## src/rtl/config_frame_writer.sv

```systemverilog
// Configuration frame loader for one fabric column: sync detect, header decode,
// NumRows-word frame assembly and a registered one-hot frame strobe.
module config_frame_writer #(
  parameter int                         MaxFramesPerCol = 20,
  parameter int                         FrameBitsPerRow = 32,
  parameter int                         NumRows         = 4,
  parameter logic [FrameBitsPerRow-1:0] SyncWord        = 32'hFAB0_FAB1
) (
  input  logic                                 CLK,
  input  logic                                 resetn,
  input  logic [FrameBitsPerRow-1:0]           s_data,
  input  logic                                 s_valid,
  output logic                                 s_ready,
  output logic [FrameBitsPerRow*NumRows-1:0]   FrameData,
  output logic [MaxFramesPerCol-1:0]           FrameStrobe,
  output logic                                 MODE,
  output logic                                 cfg_done,
  output logic                                 cfg_err
);

  localparam int CntW = (NumRows > 1) ? $clog2(NumRows) : 1;
  localparam int IdxW = (MaxFramesPerCol > 1) ? $clog2(MaxFramesPerCol) : 1;
  localparam logic [CntW-1:0]            LastCnt = CntW'(NumRows - 1);
  localparam logic [FrameBitsPerRow-1:0] EndWord = {FrameBitsPerRow{1'b1}};

  typedef enum logic [1:0] {
    ST_IDLE   = 2'd0,
    ST_HDR    = 2'd1,
    ST_DATA   = 2'd2,
    ST_STROBE = 2'd3
  } state_t;

  state_t                             r_state;
  state_t                             w_next_state;
  logic [CntW-1:0]                    r_cnt;
  logic [CntW-1:0]                    w_next_cnt;
  logic [IdxW-1:0]                    r_idx;
  logic [IdxW-1:0]                    w_next_idx;
  logic                               r_mode;
  logic                               w_next_mode;
  logic                               r_err;
  logic                               w_next_err;
  logic                               r_done;
  logic                               w_next_done;
  logic                               r_s_ready;
  logic [MaxFramesPerCol-1:0]         r_strobe;
  logic [MaxFramesPerCol-1:0]         w_next_strobe;
  logic [FrameBitsPerRow*NumRows-1:0] r_frame_data;
  logic                               w_wr_en;
  logic                               w_accept;
  logic                               w_is_hdr;

  assign w_accept = s_valid && r_s_ready;
  // A header carries only a frame index in its low byte; every other bit must be zero.
  assign w_is_hdr = (s_data[FrameBitsPerRow-1:8] == {(FrameBitsPerRow-8){1'b0}}) &&
                    (s_data[7:0] < 8'(MaxFramesPerCol));

  // State register.
  always_ff @(posedge CLK or negedge resetn) begin
    if (!resetn) begin
      r_state <= ST_IDLE;
    end else begin
      r_state <= w_next_state;
    end
  end

  // Next-state and next-value decode for the control registers.
  always_comb begin
    w_next_state = r_state;
    w_next_cnt   = r_cnt;
    w_next_idx   = r_idx;
    w_next_mode  = r_mode;
    w_next_err   = r_err;
    w_next_done  = 1'b0;
    w_wr_en      = 1'b0;
    case (r_state)
      ST_IDLE: begin
        if (w_accept && (s_data == SyncWord)) begin
          w_next_state = ST_HDR;
          w_next_mode  = 1'b1;
          w_next_err   = 1'b0;
        end else begin
          w_next_state = ST_IDLE;
        end
      end
      ST_HDR: begin
        if (!w_accept) begin
          w_next_state = ST_HDR;
        end else if (s_data == EndWord) begin
          w_next_state = ST_IDLE;
          w_next_mode  = 1'b0;
          w_next_done  = 1'b1;
        end else if (s_data == SyncWord) begin
          w_next_state = ST_HDR;
        end else if (w_is_hdr) begin
          w_next_state = ST_DATA;
          w_next_idx   = s_data[IdxW-1:0];
          w_next_cnt   = {CntW{1'b0}};
        end else begin
          // Bad header: abort to IDLE but stay in configuration mode.
          w_next_state = ST_IDLE;
          w_next_err   = 1'b1;
        end
      end
      ST_DATA: begin
        if (!w_accept) begin
          w_next_state = ST_DATA;
        end else if (r_cnt == LastCnt) begin
          w_wr_en      = 1'b1;
          w_next_state = ST_STROBE;
          w_next_cnt   = {CntW{1'b0}};
        end else begin
          w_wr_en      = 1'b1;
          w_next_cnt   = r_cnt + CntW'(1);
        end
      end
      ST_STROBE: begin
        w_next_state = ST_HDR;
      end
      default: begin
        w_next_state = ST_IDLE;
      end
    endcase
  end

  // One-hot strobe is computed for the cycle the FSM sits in STROBE.
  always_comb begin
    w_next_strobe = {MaxFramesPerCol{1'b0}};
    if (w_next_state == ST_STROBE) begin
      w_next_strobe[r_idx] = 1'b1;
    end else begin
      w_next_strobe = {MaxFramesPerCol{1'b0}};
    end
  end

  // Control registers and registered outputs.
  always_ff @(posedge CLK or negedge resetn) begin
    if (!resetn) begin
      r_cnt     <= {CntW{1'b0}};
      r_idx     <= {IdxW{1'b0}};
      r_mode    <= 1'b0;
      r_err     <= 1'b0;
      r_done    <= 1'b0;
      r_s_ready <= 1'b1;
      r_strobe  <= {MaxFramesPerCol{1'b0}};
    end else begin
      r_cnt     <= w_next_cnt;
      r_idx     <= w_next_idx;
      r_mode    <= w_next_mode;
      r_err     <= w_next_err;
      r_done    <= w_next_done;
      r_s_ready <= (w_next_state != ST_STROBE);
      r_strobe  <= w_next_strobe;
    end
  end

  // Frame assembly: only the slice addressed by the word counter is rewritten.
  always_ff @(posedge CLK or negedge resetn) begin
    if (!resetn) begin
      r_frame_data <= {(FrameBitsPerRow*NumRows){1'b0}};
    end else begin
      for (int k = 0; k < NumRows; k++) begin
        if (w_wr_en && (r_cnt == CntW'(k))) begin
          r_frame_data[k*FrameBitsPerRow +: FrameBitsPerRow] <= s_data;
        end
      end
    end
  end

  assign s_ready     = r_s_ready;
  assign FrameData   = r_frame_data;
  assign FrameStrobe = r_strobe;
  assign MODE        = r_mode;
  assign cfg_done    = r_done;
  assign cfg_err     = r_err;

endmodule
```

## config.mk

```make
export PLATFORM = sky130hd
export DESIGN_NAME = config_frame_writer
export DESIGN_NICKNAME = d
export VERILOG_FILES = /design/src/rtl/config_frame_writer.sv
export SDC_FILE = /design/constraint.sdc
export NUM_CORES = 1
export LEC_CHECK = 0
export BUFFER_PORTS_ARGS = -buffer_cell sky130_fd_sc_hd__buf_2
export CAP_MARGIN = 0
export CORE_ASPECT_RATIO = 0.5
export CORE_MARGIN = 4
export CORE_UTILIZATION = 51
export CTS_CLUSTER_SIZE = 28
export DETAILED_ROUTE_END_ITERATION = 6
export PLACE_DENSITY = 0.79
export SYNTH_ARGS = -nofsm -noshare
export SYNTH_HDL_FRONTEND = slang
export SYNTH_SLANG_ARGS = --single-unit
```

## constraint.sdc

```tcl
create_clock -name CLK -period 2.31 [get_ports CLK]
set_input_delay 0.693 -clock CLK [delete_from_list [all_inputs] [get_ports CLK]]
set_output_delay 0.693 -clock CLK [all_outputs]
set_load 0.005 [all_outputs]
```

# Word-level counts from Yosys, hierarchy flattened
# Cells that the tools add are included.
dict set report op_classes {
  addsub 1
  magnitude_cmp 3
  n_eq_ne 18
  n_mux 33
  bitwise 2
  reduce_logical 17
}
# cell n
set ops {}
lappend ops {{== test 32 bit, second input constant} 2}
lappend ops {{logical NOT 24 bit} 1}
lappend ops {{two-way mux 2 bit} 12}
lappend ops {{two-way mux 20 bit} 1}
lappend ops {{!= test 2 bit, second input constant} 9}
lappend ops {{two-way mux 1 bit} 15}
lappend ops {{AND reduction 6 bit} 2}
lappend ops {{== test 2 bit, second input constant} 5}
lappend ops {{logical AND 1 bit} 8}
lappend ops {{less-than comparator 8 x 5 -> 1 bit, second input constant} 1}
lappend ops {{one-hot mux 2 bit (4 select lines)} 1}
lappend ops {{less-than comparator 5 x 6 -> 1 bit, second input constant} 1}
lappend ops {{demux 1 bit (select 5 bit)} 1}
lappend ops {{greater-or-equal comparator 5 x 1 -> 1 bit, second input constant} 1}
lappend ops {{AND reduction 5 bit} 1}
lappend ops {{== test 2 x 1 -> 1 bit, second input constant} 2}
lappend ops {{logical NOT 2 bit} 2}
lappend ops {{one-hot mux 1 bit (2 select lines)} 2}
lappend ops {{one-hot mux 2 bit (2 select lines)} 1}
lappend ops {{AND reduction 4 bit} 1}
lappend ops {{nonzero test 2 bit} 2}
lappend ops {{adder 2 x 1 -> 2 bit, second input constant} 1}
lappend ops {{inverter 1 bit} 2}
dict set report word_totals {
  regBits 161
  input_bits 35
  out_inout_bits 152
}

# Longest topological paths before layout
# Gate-level depths: netlist of run 1.
dict set report logic_depth {
  ltp_word 9
  mapped_depth 6
}

# Worst setup path before layout of run 1
# No wires, ideal clock.
dict set report synth_timing {
  path_type {input-to-reg}
  start {in s_data[3]}
  end {reg r_idx[4]}
  setup_time_ns 0.125
  arrival_ns 1.953
  required_time_ns 2.185
  slack_ns 0.232
  cell_stages 6
  path_buffers 1
  path_cell_list {clkbuf_1 > o21ai_1 > nand4_1 > or2_1 > nor3_4 > mux2_2}
}
dict set report synth_via {
  elab_chain_len 3
  elab_cells_between_ends 7
  cone_classes {1 x order compare; 2 x eq/ne; 2 x bitwise; 2 x reduce/logical}
}
# item line_no
set synth_rtl {}
lappend synth_rtl {{start, declared} 11} ;# input logic [FrameBitsPerRow-1:0] s_data,
lappend synth_rtl {{less-than comparator 8 x 5 -> 1 bit, or another cell as far along} 56} ;# (s_data[7:0] < 8'(MaxFramesPerCol));
lappend synth_rtl {{logical AND 1 bit / inverter 1 bit (equally long branches)} n/a}
lappend synth_rtl {{AND reduction 5 bit (no line) *} n/a}
lappend synth_rtl {{end signal, assigned} 140} ;# r_idx <= {IdxW{1'b0}};
lappend synth_rtl {{end signal, assigned} 148} ;# r_idx <= w_next_idx;
lappend synth_rtl {{end, declared} 37} ;# logic [IdxW-1:0] r_idx;
# Mark *: on every way between the ends. The rest lies on a longest branch, timed or not.
# A chain may end at the register's enable or synchronous reset.

# Worst setup path in the final report of run 1
dict set report layout_timing {
  start {in s_data[27]}
  end {reg r_idx[4]}
}
dict set report layout_via {
  elab_chain_len 3
  elab_cells_between_ends 7
  cone_classes {2 x eq/ne; 2 x bitwise; 3 x reduce/logical}
}
# item line_no
set layout_rtl {}
lappend layout_rtl {{== test 32 bit, or another cell as far along} 93} ;# end else if (s_data == SyncWord) begin
lappend layout_rtl {{inverter 1 bit (no line) / logical AND 1 bit (equally long branches)} n/a}
lappend layout_rtl {{AND reduction 5 bit (no line) *} n/a}
# Marks and branches as above.

==> results of run 1 <==
-- power breakdown --
group | total (W) | internal (W) | switching, W | leakage, nW
Clock | 0.00280 | 0.00164 | 0.00116 | 0.285
Sequential | 0.00282 | 0.00282 | 0.00000203 | 2.24
Combinational | 0.000220 | 0.0000734 | 0.000147 | 2.17
Total | 0.00584 | 0.00453 | 0.00131 | 4.70
-- worst max-delay path by stage --
stage / to / slack, ps
5_1_grt: r_idx[0] / 140
3_3_place_gp: r_idx[4] / -140
2_1_floorplan: r_idx[4] / 230
3_5_place_dp: r_idx[2] / -190
6_report: r_idx[4] / 210
4_1_cts: r_idx[4] / 230
-- cell type report --
class                   count  area [um^2]
inverters                   6         22.5
clock buffers              18          439
flip-flops and latches    161         4030
well taps                 165          206
repair buffers            227         1290
fillers                   885         3620
clock inverters            14          153
diodes                      1         2.50
multi-input cells         234         2070
-- per-layer routing --
layer | wire length (um) | GRT usage, % | vias to the layer above
met3 | 973 | 5.76 | 22
li1 | - | - | 1956
met4 | 276 | 7.76 | 0
met2 | 8010 | 40.0 | 144
met1 | 7000 | 32.4 | 2245
met5 | 0 | 0 | -
-- logic make-up after synthesis --
group / share of synthesized area (%)
flops: 65.3
mux: 24.3
simple gates: 6.93
buf+inv: 1.28
compound gates: 1.48
fa+ha+maj: 0.810
-- synthesized netlist by cell type, drive strengths merged (3+ instances only) --
master	n
buf	12
dfrtp	160
ha	4
inv	6
mux2	133
nand2	11
nand3	11
nand3b	3
nand4	9
nor2	29
nor3	5
nor4	8
o21ai	3
-- metrics by stage --
| stage | area [um^2] | power [W] | instances |
|---|---|---|---|
| floorplan | 6180 | 0.00290 | 415 |
| global placement | 7630 | 0.00309 | 793 |
| detailed placement | 7630 | 0.00310 | 793 |
| CTS | 8220 | 0.00589 | 825 |
| global route | 8220 | 0.00605 | 825 |
| finish | 8220 | 0.00584 | 826 |
-- worst max-delay path, stage by stage --
cell and delay [ps]:
buf_2 110, nor4_1 290, buf_4 170, nand4_1 110
or2_1 290, nor3_4 350, mux2_2 380
-- registers in the layout (all words and copies together), names as in the netlist --
signal and flops:
r_idx 5, cfg_err 1, MODE 1, cfg_done 1
FrameStrobe 20, FrameData 128, r_state 2, s_ready 1
r_cnt 2
==> metrics list, run 1 <==
* Status: finished clean
- Area share of the largest cell type after synthesis: 64.8%
* Vias in the first global route: 4,664
- The worst setup path is captured at a flop.
- Synthesized area: 6180 um^2
- Post-synth ARST share: 100%
- The die covers 14,000 um^2.
- First-pass GRT wire length: 26.2 mm
* Initial antenna violation count: 0
- The worst register-to-register path ends at FrameData[124].
- The startpoint identified for the worst register-to-register timing path is s_ready.
* Share of post-route cells with drive strength above 1: 59.8%
- Once detailed placement completed, the half-perimeter wirelength came to 11.8 mm.
* Count of H-tree levels built during CTS: 4
* Place WS: -187 ps
* Average vias per placed instance: 5.29
* Net count after synthesis: 454
- Number of nets still failing antenna checks after routing: 0
* Width of the die: 164 um
* Number of flops mapped to enable cells by yosys: 0
* Maximum clock frequency: 0.476 GHz
- Leaving out fill and tap cells, the most frequent cell in the layout is buf_2.
- At the pin with the least slew margin, the transition time is 519 ps.
- Entering global routing, the biggest net connects 54 pins.
- Number of distinct library cells after synthesis: 37
* Primary flip-flop cell chosen by synthesis mapping: dfrtp_1
* Core Rows: 28
- Biggest area contributors in the synthesized netlist: dfrtp_1 65%, mux2_2 24%, nor2_1 1.8%, nand4_1 0.91%, nand3_1 0.89%
- The first detailed-routing pass took 4 iterations.
- Dividing total power by cell area gives a power density of 711 nW/um^2.
- Hold timing on the final database bottoms out at a slack of 237 ps.
- In this run the worst setup path begins at s_data[27].
* Number of cells upsized or downsized after cts: 0
- Setup violation total in the final timing report: 0
- After layout, the worst setup slack is 211 ps.
- The number of setup buffers added after CTS is 0.
* Data required time of the worst path: 2600 ps
- Once the floorplan was initialized, standard cells occupied 52.2% of the core.
- The worst pin sits at a relative slew slack of 65.4%.
* Core region area: 11,800 um^2
- The worst register-to-register path has a setup slack of 380 ps.
- The worst register-to-register path has a depth of 6.
- For this design the static power due to leakage is 4.70 nW.
- The critical path in this run is classified as in -> reg.
- The clock passes through at most 2 buffers.
* Drt first-iter violations: 269
- Share of synthesized area occupied by flip-flops and latches: 65.3%
- In this run the worst path has a maximum fanout of 6.
* CTS sink cnt: 161
- For the worst-skew pair, the clock arrives at the later sink with an insertion delay of 410 ps.
- Counting every instance in the synthesized netlist gives 415.
* Max-cap violations: 0
* Total routed wirelength: 16.3 mm
* Setup_tns: 0 ps
- 187 I/O pins were placed.
- After clock tree synthesis, the clock-pin slew on the worst setup and hold paths is 70 ps.
- The Yosys step of the flow raised 0 warnings.
- From bottom edge to top edge, the die measures 85.8 um.
- Via count: 4,367
- In the routed design, unresolved DRC markers number 0.
* Startpoint type of the worst setup path: input pin
* Largest clock skew in the final design: 11.7 ps
- Clock tree from TritonCTS: built
* Total congestion overflow after global routing: 0
* Minimum period implied by the final worst setup slack: 2100 ps
- Routability-driven placement finished with a final weighted congestion of 0.875.
* DR WL/cell: 19.7 um
* Overall Global Routing Usage: 24.3%
* Dominant cell type by area after synthesis: dfrtp_1
* Path class of the lowest-slack min-delay path: in -> async
* Slew Viols, Final: 0
- Top library cells by usage in the layout, fill and taps aside: 185 x buf_2, 160 x dfrtp_1, 131 x mux2_2
* Number of hold-repair buffers added at the cts stage: 0
- The worst path uses 90.9% of the clock period.
* Per-instance average area after synthesis: 14.9 um^2
- STA puts the critical path data arrival time at 2390 ps.
- The hold violation count in the final report is 0.
* Count of buffers inserted at the top-level ports: 186
- Flop and latch count out of synthesis: 161
- IR analysis of the VDD net gives a maximum drop of 0.000498 V.
- Core Util, Final: 69.4%
* Clock Tree Root: clkbuf_16
* Clock buffer count from CTS: 17
- Unrepaired setup endpoints after global routing: false
* Area growth from synthesis to layout: 33.1%
* Total number of nets in the final design: 686
No activity file was read; power rests on OpenSTA's default activity.
==> inputs of run 2 (changes only) <==
--- a/config.mk
+++ b/config.mk
@@ -12,6 +12,7 @@
 export CORE_UTILIZATION = 51
 export CTS_CLUSTER_SIZE = 28
 export DETAILED_ROUTE_END_ITERATION = 6
+export MAX_ROUTING_LAYER = met4
 export PLACE_DENSITY = 0.79
 export SYNTH_ARGS = -nofsm -noshare
 export SYNTH_HDL_FRONTEND = slang
==> run 2 against run 1 <==
Compared with the run above: clock power is essentially flat; core utilization unchanged; cell count stayed put; total power is essentially flat; critical path depth is the same; register-to-register slack about the same; sequential cell count stayed put; non-clock buffer count stayed put; combinational power barely moved; clock skew shrank 2.2 ps; global-route usage is 0.77 points higher; die area is the same; critical path type unchanged.
==> metrics list, run 2 (synthesis gave the netlist of run 1 again) <==
* Number of instances in the placed design: 793
* Largest clock skew in the final design: 9.44 ps
- Max-cap violations: 0
- In the final layout, the multi-input gates occupy 2070 um^2.
* Count of H-tree levels built during CTS: 4
* Met2 WL post-DR: 8.03 mm
* First-pass GRT wire length: 26.2 mm
- Setup fix buffers added after clock tree synthesis: 0
- Clock tree buffer depth: 2
- Cells with a size suffix above 1 make up 59.8% of the layout.
- In this run, the combinational gates consume 3.8% of the power.
- The initial utilization of the core area, before any placement, comes to 52.2%.
- DR DRC count: 0
* Slowest library cell on the worst path: mux2_2
- Cell-by-cell trace of the critical path: buf_2 -> nor4_1 -> buf_4 -> nand4_1 -> or2_1 -> nor3_4 -> mux2_2
- The layout has 885 filler cells.
- Minimum period implied by the final worst setup slack: 2110 ps
- Area growth from synthesis to layout: 33.1%
* Initial antenna violation count: 0
* Clock Tree Root: clkbuf_16
- Core Rows: 28
* Most common library cell in the layout ignoring fill and taps: buf_2
- After clock tree synthesis, the clock-pin slew on the worst setup and hold paths is 70 ps.
* Top routing layer in use: met4
* Clock Latency Late Sink: 410 ps
- Once detail routing completed, the nets flagged for antenna violations numbered 0.
- Path class of the lowest-slack min-delay path: in -> async
- The first detailed-routing pass ran for 4 iterations.
- The die covers 14,000 um^2.
- Number of cells in the finished layout apart from fillers: 826
- Summed over all nets, wire length on met3 after detailed routing comes to 931 um.
* Unrepaired setup endpoints after global routing: false
- Data required time of the worst path: 2600 ps
- In this run, post-CTS repair resized a total of 0 instances.
- Reported leakage power: 4.70 nW
- Worst Tran Pin Value: 517 ps
- The cell family contributing the most delay on the critical path is simple AND/OR/NAND/NOR gates.
* Status: finished clean
* CTS sink cnt: 161
* Clock network fraction of total power: 47.9%
- In the global route stage, overall resource usage came out at 25.1%.
* Clock tree from TritonCTS: built
* Share of the cycle needed by the critical path after routing: 91.4%
* Arrival time reported for the critical path endpoint: 2400 ps
- For this block, wires on met1 add up to 6.97 mm.
* Total congestion overflow after global routing: 0
* Setup violation total in the final timing report: 0
- The critical path in this run is classified as in -> reg.
* Maximum clock frequency: 0.474 GHz
- Entering global routing, the biggest net connects 54 pins.
* Largest fanout on the critical path: 6
* Via count: 4,360
- Width of the die: 164 um
- Startpoint type of the worst setup path: input pin
- Detailed placement finished with a half-perimeter wire length of 11.8 mm.
- The number of hold buffers added after CTS was 0.
- FF+latch area: 4030 um^2
- The count of final max-slew check failures was 0.
* Switch Pwr: 0.00131 W
* Power per cell area: 710 nW/um^2
- The congestion estimate from routability-driven global placement came to 0.889.
- In this run, flip-flops and latches consume 48.3% of the power.
* Number of ports placed on the die boundary: 187
- Place WS: -187 ps
- The via count of the first global-routing pass came to 4,673.
- STA classifies the critical path endpoint as a flop.
- Flip-flop count of the largest register after layout: 128
- From bottom edge to top edge, the die measures 85.8 um.
- The internal power of the cells totals 0.00453 W.
- In this run, CTS created clock tree buffers numbering 17.
- The count of buffers added on input and output ports is 186.
* Total number of nets in the final design: 686
- Of the total power, the share spent switching nets is 22.4%.
- Worst VDD drop: 0.000497 V
* Top library cells by usage in the layout, fill and taps aside: 185 x buf_2, 160 x dfrtp_1, 131 x mux2_2
* DR WL/cell: 19.6 um
- Slew headroom: 65.5%
- In this run the standard cell core region covers 11,800 um^2.
* Drt first-iter violations: 278
* Total routed wirelength: 16.2 mm
- For this run, the slowest stage of the critical path takes 380 ps.
* Critical path buffers and inverters: 2
- The hold violation count in the final report came to 0.
- Average vias per placed instance: 5.28
* Worst path setup slack after routing: 199 ps
run 2: cell counts in the layout (fill, tap and decap cells not counted):
No cell type changed its count.
run 2: stage by stage:
| stage | hold slack [ps] | util, % | instance area (um^2) | power, W | TNS, ps |
|---|---|---|---|---|---|
| final | 238 | 69.4 | 8220 | 0.00584 | 0 |
| after CTS | 252 | 69.4 | 8220 | 0.00589 | 0 |
| after global placement | 482 | 64.4 | 7630 | 0.00309 | -681 |
| after global routing | 259 | 69.4 | 8220 | 0.00605 | 0 |
| after detailed placement | 488 | 64.4 | 7630 | 0.00310 | -905 |
| after floorplan | 397 | - | 6180 | 0.00290 | 0 |
run 2: worst paths after layout:
kind	start	to	slack, ps	cells after the start
max in group asynchronous	resetn	FrameData[24]	1450	2
setup / recovery	s_data[27]	r_idx[4]	200	7
hold / removal	resetn	FrameStrobe[11]	240	1
min in group CLK	FrameData[123]	FrameData[123]	500	1
setup reg to reg	s_ready	FrameData[124]	390	6
hold reg to reg	FrameData[123]	FrameData[123]	500	1
run 2: routing by layer:
layer / vias to the layer above / track usage (%)
li1: 1957 / -
met1: 2232 / 33.3
met2: 149 / 40.1
met3: 22 / 4.46
met4: 0 / 7.46
met5: - / -
run 2: power groups by stage:
stage	Combinational (W)	Sequential (W)	Clock, W
finish	0.000220	0.00282	0.00280
global placement	0.000219	0.00287	0
floorplan	0.0000226	0.00288	0
detailed placement	0.000221	0.00287	0
global route	0.000243	0.00282	0.00299
CTS	0.000223	0.00282	0.00284
run 2: worst register-to-register path: cells and delay by family, from the launching register on:
kind / cells / cell delay [ps]
buf+inv: 2 / 380
flops: 1 / 560
mux: 1 / 300
simple gates: 3 / 560
run 2: final cells by class:
| type | count | area share, % |
|---|---|---|
| diodes | 1 | 0.0304 |
| clock buffers | 18 | 5.34 |
| clock inverters | 14 | 1.86 |
| inverters | 6 | 0.274 |
| multi-input cells | 234 | 25.2 |
| flip-flops and latches | 161 | 49.0 |
| well taps | 165 | 2.51 |
| repair buffers | 227 | 15.8 |
==> inputs of run 3 (changes only) <==
--- a/config.mk
+++ b/config.mk
@@ -8,7 +8,6 @@
 export BUFFER_PORTS_ARGS = -buffer_cell sky130_fd_sc_hd__buf_2
 export CAP_MARGIN = 0
 export CORE_ASPECT_RATIO = 0.5
-export CORE_MARGIN = 4
 export CORE_UTILIZATION = 51
 export CTS_CLUSTER_SIZE = 28
 export DETAILED_ROUTE_END_ITERATION = 6
==> run 3 against run 2 <==
Compared with the run above: combinational power is essentially flat; via count shrank 0.18%; total power grew 0.77%; clock skew shrank 1.8 ps; fmax shrank 1.1%; core utilization grew 2.8 points; critical path type unchanged; largest cell class unchanged.
==> metrics list, run 3 (synthesis gave the netlist of run 1 again) <==
- Global routing consumed, on the met2 layer, 43.9% of the routing resources.
- Data on the critical path is required at its endpoint by 2610 ps.
- Area growth from synthesis to layout: 33.1%
* Number of ports placed on the die boundary: 187
- Measured in cells, the most critical reg-to-reg path has a length of 6.
* Clock Tree Root: clkbuf_16
- Filler instances: 809
- Power consumption: 0.00588 W
- Based on the critical path, the design can be clocked at up to 0.468 GHz.
- The count of final max-slew check failures is 0.
- In this run the tightest slew margin relative to its limit is 71.0%.
- Per report_power, the combinational group accounts for 3.7% of the total.
* Total routed wirelength: 15.6 mm
- Half-perimeter wire length after placement: 11.3 mm
- Number of cells upsized or downsized after cts: 1
- The top cell types in the final layout, fill and taps aside, are 185 x buf_2, 160 x dfrtp_1, 131 x mux2_2.
* Number of detailed-routing iterations run before antenna repair: 5
- The clock period could shrink to 2140 ps.
* Maximum number of pins on one net before global-route repair: 43
* Number of cells in the finished layout apart from fillers: 821
- Count of H-tree levels built during CTS: 4
- Cell-by-cell trace of the critical path: buf_2 -> nor4_2 -> nand4_1 -> or2_1 -> nor3_4 -> mux2_2
- STA classifies the critical path startpoint as an input pin.
- Internal power comes to 0.00452 W.
- Reported leakage power: 4.69 nW
- The via count of the first global-routing pass is 4,517.
- TritonCTS built the clock tree.
* Met3 usage: 6.30%
* First-pass GRT wire length: 24.6 mm
- Share of post-route cells with drive strength above 1: 59.9%
- Worst VDD drop: 0.000535 V
- In this run the deepest clock path goes through 2 buffers.
* Largest clock skew in the final design: 7.63 ps
* Setup fix buffers added after clock tree synthesis: 0
- Number of hold-repair buffers added at the cts stage: 0
* Critical path endpoint category: flop
* CTS sink cnt: 161
- The die covers 12,600 um^2.
- Arrival time reported for the critical path endpoint: 2440 ps
- Clock-pin slew was measured on the worst setup and hold paths at 70 ps.
* Critical path buffers and inverters: 1
- The clock reaches the later pin of the worst-skew pair after 410 ps.
- After routing the design area is 8220 um^2.
- Number of nets still failing antenna checks after routing: 0
- Setup violations remaining at the end of the flow were counted as 0.
- At the pin with the least slew margin, the transition time is 432 ps.
* Most common library cell in the layout ignoring fill and taps: buf_2
- Slowest library cell on the worst path: nor4_2
- Place WS: -452 ps
* Core region area: 11,400 um^2
- CP Class: in -> reg
- For this run, design rule violations remaining after detail routing come to 0.
- Across the run, the number of max-cap violations was 0.
- Summing over every cut layer, the via total after detailed routing is 4,352.
- In the final routed layout, each cell accounts on average for 19.0 um.
- Clock buffer count from CTS: 17
- Worst reg2reg endpoint: FrameStrobe[4]
- Busiest layer in global routing: met2
* Die height: 79.8 um
- Post-place instance area: 7610 um^2
- Part of the total power dissipated in sequential elements: 48.0%
* Effective utilization at floorplan: 54.2%
* Status: finished clean
* Largest fanout on the critical path: 6
- During placement, the flow inserted port buffers numbering 186.
- The analysis attributes to net switching a power of 0.00136 W.
- In this run, placement finished with an instance count of 788.
* Setup_tns: 0 ps
- FF+latch area: 4030 um^2
- In the global route stage, overall resource usage came out at 27.4%.
- After floorplanning, the core was divided into 27 placement rows.
- The detailed router finished its first iteration with 204 violations.
- Share of the cycle needed by the critical path after routing: 92.4%
- In this design, the stage delay of the slowest critical-path cell is 390 ps.
- The initial antenna violation count came to 0.
- Across all setup checks in the final design, the least slack found is 175 ps.
- Met1 Usage GRT: 34.7%
- Global routing finished with a remaining overflow of 0.
* Total number of nets in the final design: 687
- Average vias per placed instance: 5.30
- Switching part of the total: 23.2%
- In this run the register-to-register setup slack is 390 ps.
* Clock network fraction of total power: 48.3%
* Width of the die: 158 um
- Number of failing hold endpoints at the final stage: 0
- The register with the most flip-flops in the layout has 128 of them.
- Dividing total power by cell area gives a power density of 716 nW/um^2.
- Unrepaired setup endpoints after global routing: false
- Path class of the lowest-slack min-delay path: in -> async
* GPL Wtd Cong: 0.875
- Gate family responsible for the most delay along the worst path: simple AND/OR/NAND/NOR gates
- The multi-input combinational cells in the finished layout cover a total of 2080 um^2.
- Worst R2R Start: s_ready
==> run 3: changes by cell type in the layout (fill, tap and decap cells not counted), sizes merged <==
cell / change
buf: +1
clkbuf: -1
clkinv: -3
clkinvlp: +2
inv: +2
==> run 3: routing by layer <==
layer  routed length [um]  vias to the layer above  share of wire, %
li1                     -                     1956                 -
met1                 6810                     2211                44
met2                 7590                      166                49
met3                  992                       19               6.4
met4                  220                        0               1.4
met5                    0                        -                 0
==> run 3: power by group through the flow <==
stage / clock network (W) / logic [W] / registers [W]
CTS: 0.00287 / 0.000224 / 0.00282
global placement: 0 / 0.000220 / 0.00287
detailed placement: 0 / 0.000222 / 0.00287
global route: 0.00301 / 0.000243 / 0.00282
finish: 0.00284 / 0.000220 / 0.00282
floorplan: 0 / 0.0000226 / 0.00288
==> run 3: area by class of cell <==
cell class / instances / share of cell area (%)
sequential: 161 / 49.0
multi-input combinational: 234 / 25.3
timing repair buffer: 228 / 15.7
clock buffer: 17 / 5.18
tap: 159 / 2.42
clock inverter: 15 / 2.10
inverter: 6 / 0.274
antenna: 1 / 0.0305
==> run 3: per-stage QoR <==
stage               utilization [%]  hold slack [ps]
floorplan                         -              397
global placement               66.9              482
detailed placement             66.9              487
CTS                            72.2              203
global route                   72.2              217
finish                         72.2              204
==> run 3: worst max-delay path by stage <==
stage / start / endpoint / slack, ps / depth (start not counted)
final: s_data[9] / r_idx[2] / 170 / 6
after global routing: s_data[9] / r_idx[2] / 90 / 6
after CTS: s_data[9] / r_idx[2] / 150 / 6
after detailed placement: s_data[9] / r_idx[3] / -450 / 6
after global placement: s_data[9] / r_idx[4] / -340 / 6
after floorplan: s_data[3] / r_idx[4] / 230 / 6
